## src/rtl/alu_xbar_pe.sv

```systemverilog
// Single-ALU CGRA processing element: a 4x4 operand crossbar, a registered ALU,
// a 2x1 output switch, and an 11-bit serial configuration chain.
module alu_xbar_pe #(
    parameter int unsigned size = 32
) (
    input  logic            clk,
    input  logic            reset,
    input  logic            config_en,
    input  logic            config_in,
    output logic            config_out,
    input  logic [size-1:0] in0,
    input  logic [size-1:0] in1,
    input  logic [size-1:0] in2,
    output logic [size-1:0] out0,
    output logic [size-1:0] out1
);

    typedef enum logic [1:0] {
        OP_ADD = 2'b00,
        OP_SUB = 2'b01,
        OP_MUL = 2'b10,
        OP_AND = 2'b11
    } alu_op_e;

    logic [10:0]     cfg_q, cfg_d;
    logic [size-1:0] alu_q, alu_d;

    alu_op_e         alu_op;
    logic            out_sel;
    logic [1:0]      sel   [4];
    logic [size-1:0] src   [4];
    logic [size-1:0] x     [4];

    assign alu_op  = alu_op_e'(cfg_q[10:9]);
    assign out_sel = cfg_q[8];
    assign sel[0]  = cfg_q[7:6];
    assign sel[1]  = cfg_q[5:4];
    assign sel[2]  = cfg_q[3:2];
    assign sel[3]  = cfg_q[1:0];

    // Source order matches the select encoding: in0, in1, registered result, in2.
    assign src[0] = in0;
    assign src[1] = in1;
    assign src[2] = alu_q;
    assign src[3] = in2;

    always_comb begin
        for (int unsigned k = 0; k < 4; k++) begin
            x[k] = src[sel[k]];
        end
    end

    always_comb begin
        cfg_d = cfg_q;
        if (config_en) begin
            cfg_d = {cfg_q[9:0], config_in};
        end
    end

    always_comb begin
        alu_d = '0;
        unique case (alu_op)
            OP_ADD: alu_d = x[0] + x[1];
            OP_SUB: alu_d = x[0] - x[1];
            OP_MUL: alu_d = x[0] * x[1];
            OP_AND: alu_d = x[0] & x[1];
            default: alu_d = '0;
        endcase
    end

    always_ff @(posedge clk) begin
        if (!reset) begin
            cfg_q <= '0;
            alu_q <= '0;
        end else begin
            cfg_q <= cfg_d;
            alu_q <= alu_d;
        end
    end

    assign config_out = cfg_q[10];
    assign out0       = out_sel ? x[2] : alu_q;
    assign out1       = x[3];

endmodule

```

## config.mk

```make
export PLATFORM = sky130hd
export DESIGN_NAME = alu_xbar_pe
export DESIGN_NICKNAME = d
export VERILOG_FILES = /design/src/rtl/alu_xbar_pe.sv
export SDC_FILE = /design/constraint.sdc
export NUM_CORES = 2
export LEC_CHECK = 0
export CORE_MARGIN = 2
export CORE_UTILIZATION = 30
export CTS_CLUSTER_SIZE = 10
export DETAILED_ROUTE_END_ITERATION = 12
export GPL_TIMING_DRIVEN = 1
export RECOVER_POWER = 25
export SYNTH_ARGS = -nofsm -noshare
export SYNTH_HDL_FRONTEND = slang
export SYNTH_SLANG_ARGS = --single-unit
```

## constraint.sdc

```tcl
create_clock -name clk -period 17.5 [get_ports clk]
set_input_delay 3.5 -clock clk [delete_from_list [all_inputs] [get_ports clk]]
set_output_delay 3.5 -clock clk [all_outputs]
set_load 0.02 [all_outputs]
```

# [Word level (Yosys, flattened, before mapping)]
# Index checks and enable logic that the tools add are counted.
[word_totals] regBits=43 latch_bits=0 ramBits=0 rom_bits=0 out_inout_bits=65 word_cells=32 mem_count=0
[classes] n_addsub=2 mul=1 div_mod_pow=0 order_cmp=4 eq_ne=3 n_shift=0 mux=14 bitwise=5 reduce_logical=1
[ops] operator="32-bit 2-to-1 mux" count=9
[ops] operator="32-bit binary-select mux with 2-bit select" count=4
[ops] operator="32-bit case mux with 4 select lines" count=1
[ops] operator="32-bit adder" count=1
[ops] operator="32-bit bitwise AND" count=1
[ops] operator="32-bit by 32-bit multiplier with 32-bit output" count=1
[ops] operator="32-bit subtractor" count=1
[ops] operator="3-bit >= comparator (second input constant)" count=4
[ops] operator="2-bit NOT with 3-bit output" count=4
[ops] operator="2-bit equality test (second input constant)" count=2
[ops] operator="2-bit by 1-bit equality test with 1-bit output (second input constant)" count=1
[ops] operator="2-bit logical NOT" count=1

# [Longest topological paths before layout]
[depth] depth_word=6 mapped_depth=35 depth_no_buf=29

# [Worst setup path before layout]
# Ideal clock, no wire load.
[synth_timing] path_kind="input-to-reg" startpoint="input in0[2]" endpoint="register alu_q[28]" setup_ns=0.141 arrival_time_ns=10.670 t_required_ns=17.359 setup_slack_ns=6.689 path_stages=28 path_buffers=2 cell_sequence="mux2_2 o21ai_0 clkbuf_1 clkbuf_1 nor2_1 fa_1 inv_1 fa_1 fa_1 fa_1 inv_1 fa_1 inv_1 fa_1 inv_1 fa_1 fa_1 ha_1 a21o_1 a21o_1 a21o_1 a21oi_1 o21ai_0 o31ai_1 a21oi_1 mux2_2 o21ai_0 o311ai_0"
[synth_via] elab_chain_len=5 elab_cells_between_ends=10 classes_between="add/sub (2); mul (1); mux (7)"
[synth_rtl] item="from (decl)" line="11" rtl="input logic [size-1:0] in0,"
[synth_rtl] item="32-bit binary-select mux with 2-bit select" line="49" rtl="x[k] = src[sel[k]];"
[synth_rtl] item="32-bit 2-to-1 mux (not written as such) (2 in series)" line="49"
[synth_rtl] item="32-bit by 32-bit multiplier with 32-bit output, or another cell as far along" line="65" rtl="OP_MUL: alu_d = x[0] * x[1];"
[synth_rtl] item="32-bit case mux with 4 select lines *" line="62" rtl="unique case (alu_op)"
[synth_rtl] item="to (signal assigned)" line="77" rtl="alu_q <= alu_d;"
[synth_rtl] item="to (decl)" line="26" rtl="logic [size-1:0] alu_q, alu_d;"
# Every way passes the cells marked *; elsewhere a longest branch is shown, timed or not. The select of a mux whose other input is x is not followed.
# A chain may end at the register's enable or synchronous reset.

# [Worst setup path in the final report]
[layout_timing] startpoint="input in0[0]" endpoint="register alu_q[27]"
# Same word-level chain as after synthesis.

==> impl_metrics.ini <==
[cells_and_area]
final_design_area_no_fill_sq_mm = 0.0262
syn2layout_area_growth_pct = 12.1
multi_input_area_sq_mm = 0.0204
fill_cells = 8151
fraction_of_layout_cells_with_a_size_suffix_above_1_pct = 8.77
layout.area.seq_sq_um = 877
n_antenna_cell = 0
final_nets = 3445

[route]
wirelength_um = 84400
via_count = 20310
drt_drc_violations_left = 0
firstDrtPassIters = 5
final_antenna_net_count = 0
first_iter_violations = 1827
avgRoutedWirePerCell_um = 22.1
via_per_inst = 5.32

[floorplan]
floorplan.rows = 102
die_area_sq_mm = 0.0803
die_x_um = 283
io_count = 165
fp.dieH_um = 283
coreArea_sq_mm = 0.0773
floorplan.initialDensity_pct = 30.3

[cts]
clock_sinks = 43
ctsRootBufferMaster = clkbuf_16
tritoncts = yes
clkTransAtPathRegs_ns = 0.08
cts-hold-fix-buffers = 0
cts_setup_buffers = 0
numCtsBuffers = 5
clockBufferDepth = 2
postCtsResizedCells = 0
cts_htree_levels = 2
clock_insertion_delay_worst_skew_ns = 0.32

[outcome]
run_status = finished with violations
violations = max-capacitance violations, max-slew violations

[critical_path]
cp.arrival_ns = 13.01
timing.reg2reg.worst_path_depth = 28
crit-reg2reg-launch = cfg_q[7]
crit-reg2reg-capture = alu_q[27]
critical_path_required_ns = 17.72
cp-end-kind = flop
setup.worst_path.class = in2reg
worst-r2r-setup-slack_ns = 7.36
start_kind = input pin
worst-path-max-fanout = 22

[flow_run]
number_of_maximum_capacitance_constraint_violations = 2

[timing]
hold_slack_ns = 0.626
rsz0062_at_grt = no
maxSlewHeadroom_pct = -28.5
hold_viol = 0
final_period_minus_worst_setup_slack_ns = 12.79
finClkSkew_ns = 0.0101
worstMarginPinSlew_ns = 1.93
crit_share_post_route_pct = 73.1
max_freq_mhz = 78.2
report.final.slew_viol_count = 61
fin_tns_setup_ns = 0
final_count_of_negative_setup_slack_endpoints = 0

[worst_hold_path]
timing.hold.worst.class = reg2reg
hold_start = cfg_q[10]
hold_path_depth = 2
min_to = cfg_q[10]

[synth]
post_synth_mux_area_share_pct = 13.4
post_synthesis_compound_gate_area_fraction_pct = 10.6
syn_nets = 3378
synthMostInstantiatedCell = fa_1
synthArstFlopShare_pct = 0
synth_top_area_share_pct = 35.0
yosysWarnings = 0
synthTopCellsByArea = fa_1, ha_1, mux4_2
ys_ff_latch = 43
ys_top_cells_by_count = fa_1, inv_1, nor2_1
synth_xor_area_share_pct = 4.77
synth_simple_gate_area_share_pct = 14.9
post_synth_fa_ha_maj_area_fraction_pct = 43.3
synth_largest_area_cell = fa_1
postSynthCellCount = 2713
share_of_the_yosys_chip_area_belonging_to_registers_pct = 3.68
mappedNetlistArea_sq_mm = 0.0234
synth_enable_flop_cells = 0
syn-mean-instance-area_sq_um = 8.63
largest_family_of_logic_cells_by_synthesized_area = adder cells
synthFlopType = dfxtp_1
synth.distinct_cells = 66

[placed_design]
placed_area_sq_mm = 0.0261
port-buffer-count = 164
gp_congestion = 0.983
place.detailed.hpwl_um = 67000

[global_route]
grt_antenna_before_repair = 3
global_route.usage.total_pct = 21.0
number_of_global_route_vias_before_repair = 21042
grt_start_max_net_pins = 73
overflow = 0
grt_first_pass_wirelength_um = 131000
## logic make-up after synthesis
family	after synthesis
AND/OR/NAND/NOR	814
adder cells (fa/ha/maj)	565
buffers and inverters	563
AO/OA/AOI/OAI	394
multiplexers	209
XOR/XNOR	125
flip-flops	43
## cell type report
| class | count | share of cell area, % |
|---|---|---|
| clock inverters | 1 | 0.0286 |
| repair buffers | 213 | 7.63 |
| inverters | 410 | 5.86 |
| well taps | 1040 | 4.96 |
| multi-input cells | 2107 | 77.6 |
| clock buffers | 7 | 0.586 |
| flip-flops and latches | 43 | 3.34 |
## layer usage
layer / routed length [um] / GRT usage, % / vias up / share of wire, %
met4: 3860 / 8.76 / 2 / 4.6
met2: 38300 / 33.8 / 1005 / 45
met1: 35100 / 28.5 / 10242 / 42
li1: - / - / 8874 / -
met5: 13 / 0 / - / 0.015
met3: 7180 / 2.81 / 187 / 8.5
## sequential cells by signal, summed over array words and instances, names as in the netlist
signal	flops
alu_q	32
cfg_q	11
## metrics by stage
stage               std cells  util (%)  worst slack, ns
floorplan                2713         -             6.69
global placement         3813      33.7             5.21
detailed placement       3813      33.7             4.97
CTS                      3821      33.9             5.26
global route             3821      33.9             4.30
finish                   3821      33.9             4.71
## cell usage in the layout (no fill, tap or decap), types with 18 or more instances in the layout
| cell | netlist | routed |
|---|---|---|
| clkdlybuf4s50_1 | 0 | 152 |
| nand2_1 | 294 | 294 |
| nand3_1 | 22 | 22 |
| xor2_1 | 27 | 27 |
| o21ai_1 | 24 | 26 |
| nor2_1 | 346 | 346 |
| dfxtp_1 | 43 | 34 |
| ha_1 | 156 | 156 |
| o21a_1 | 25 | 25 |
| mux4_2 | 75 | 75 |
| a21oi_1 | 102 | 102 |
| and2_1 | 38 | 38 |
| a22oi_1 | 32 | 32 |
| a31oi_1 | 18 | 18 |
| buf_4 | 5 | 47 |
| a21o_1 | 31 | 31 |
| fa_1 | 409 | 409 |
| mux2i_1 | 59 | 59 |
| xnor2_1 | 96 | 96 |
| mux2_2 | 71 | 71 |
| nor2b_1 | 44 | 42 |
| inv_1 | 397 | 397 |
| o21ai_0 | 86 | 81 |
## worst max path at each step
stage	startpoint	to	slack, ns
floorplan	in0[2]	alu_q[28]	6.69
global placement	in0[14]	alu_q[28]	5.21
detailed placement	in0[14]	alu_q[28]	4.97
CTS	in0[14]	alu_q[28]	5.26
global route	in0[0]	alu_q[28]	4.30
finish	in0[0]	alu_q[27]	4.71
## critical path, stage by stage
cell	delay, ns
dlygate4sd3_1	0.62
mux2_2	0.29
o21ai_0	0.14
clkbuf_1	1.21
inv_1	0.85
nand2_1	0.27
fa_1	0.26
inv_1	0.08
fa_1	0.41
fa_1	0.49
inv_1	0.05
fa_1	0.36
inv_1	0.09
fa_1	0.40
ha_1	0.30
fa_1	0.52
fa_1	0.43
ha_1	0.36
a21oi_1	0.21
o21ai_0	0.10
o41ai_1	0.45
o21ai_0	0.20
o21ai_0	0.54
nand2b_1	0.11
a21oi_1	0.21
xnor2_1	0.17
nand2b_1	0.09
a221oi_1	0.29
Power is left out: the tool's default activity adds up to more than one toggle a clock period on the data nets, which glitch-free logic cannot reach.
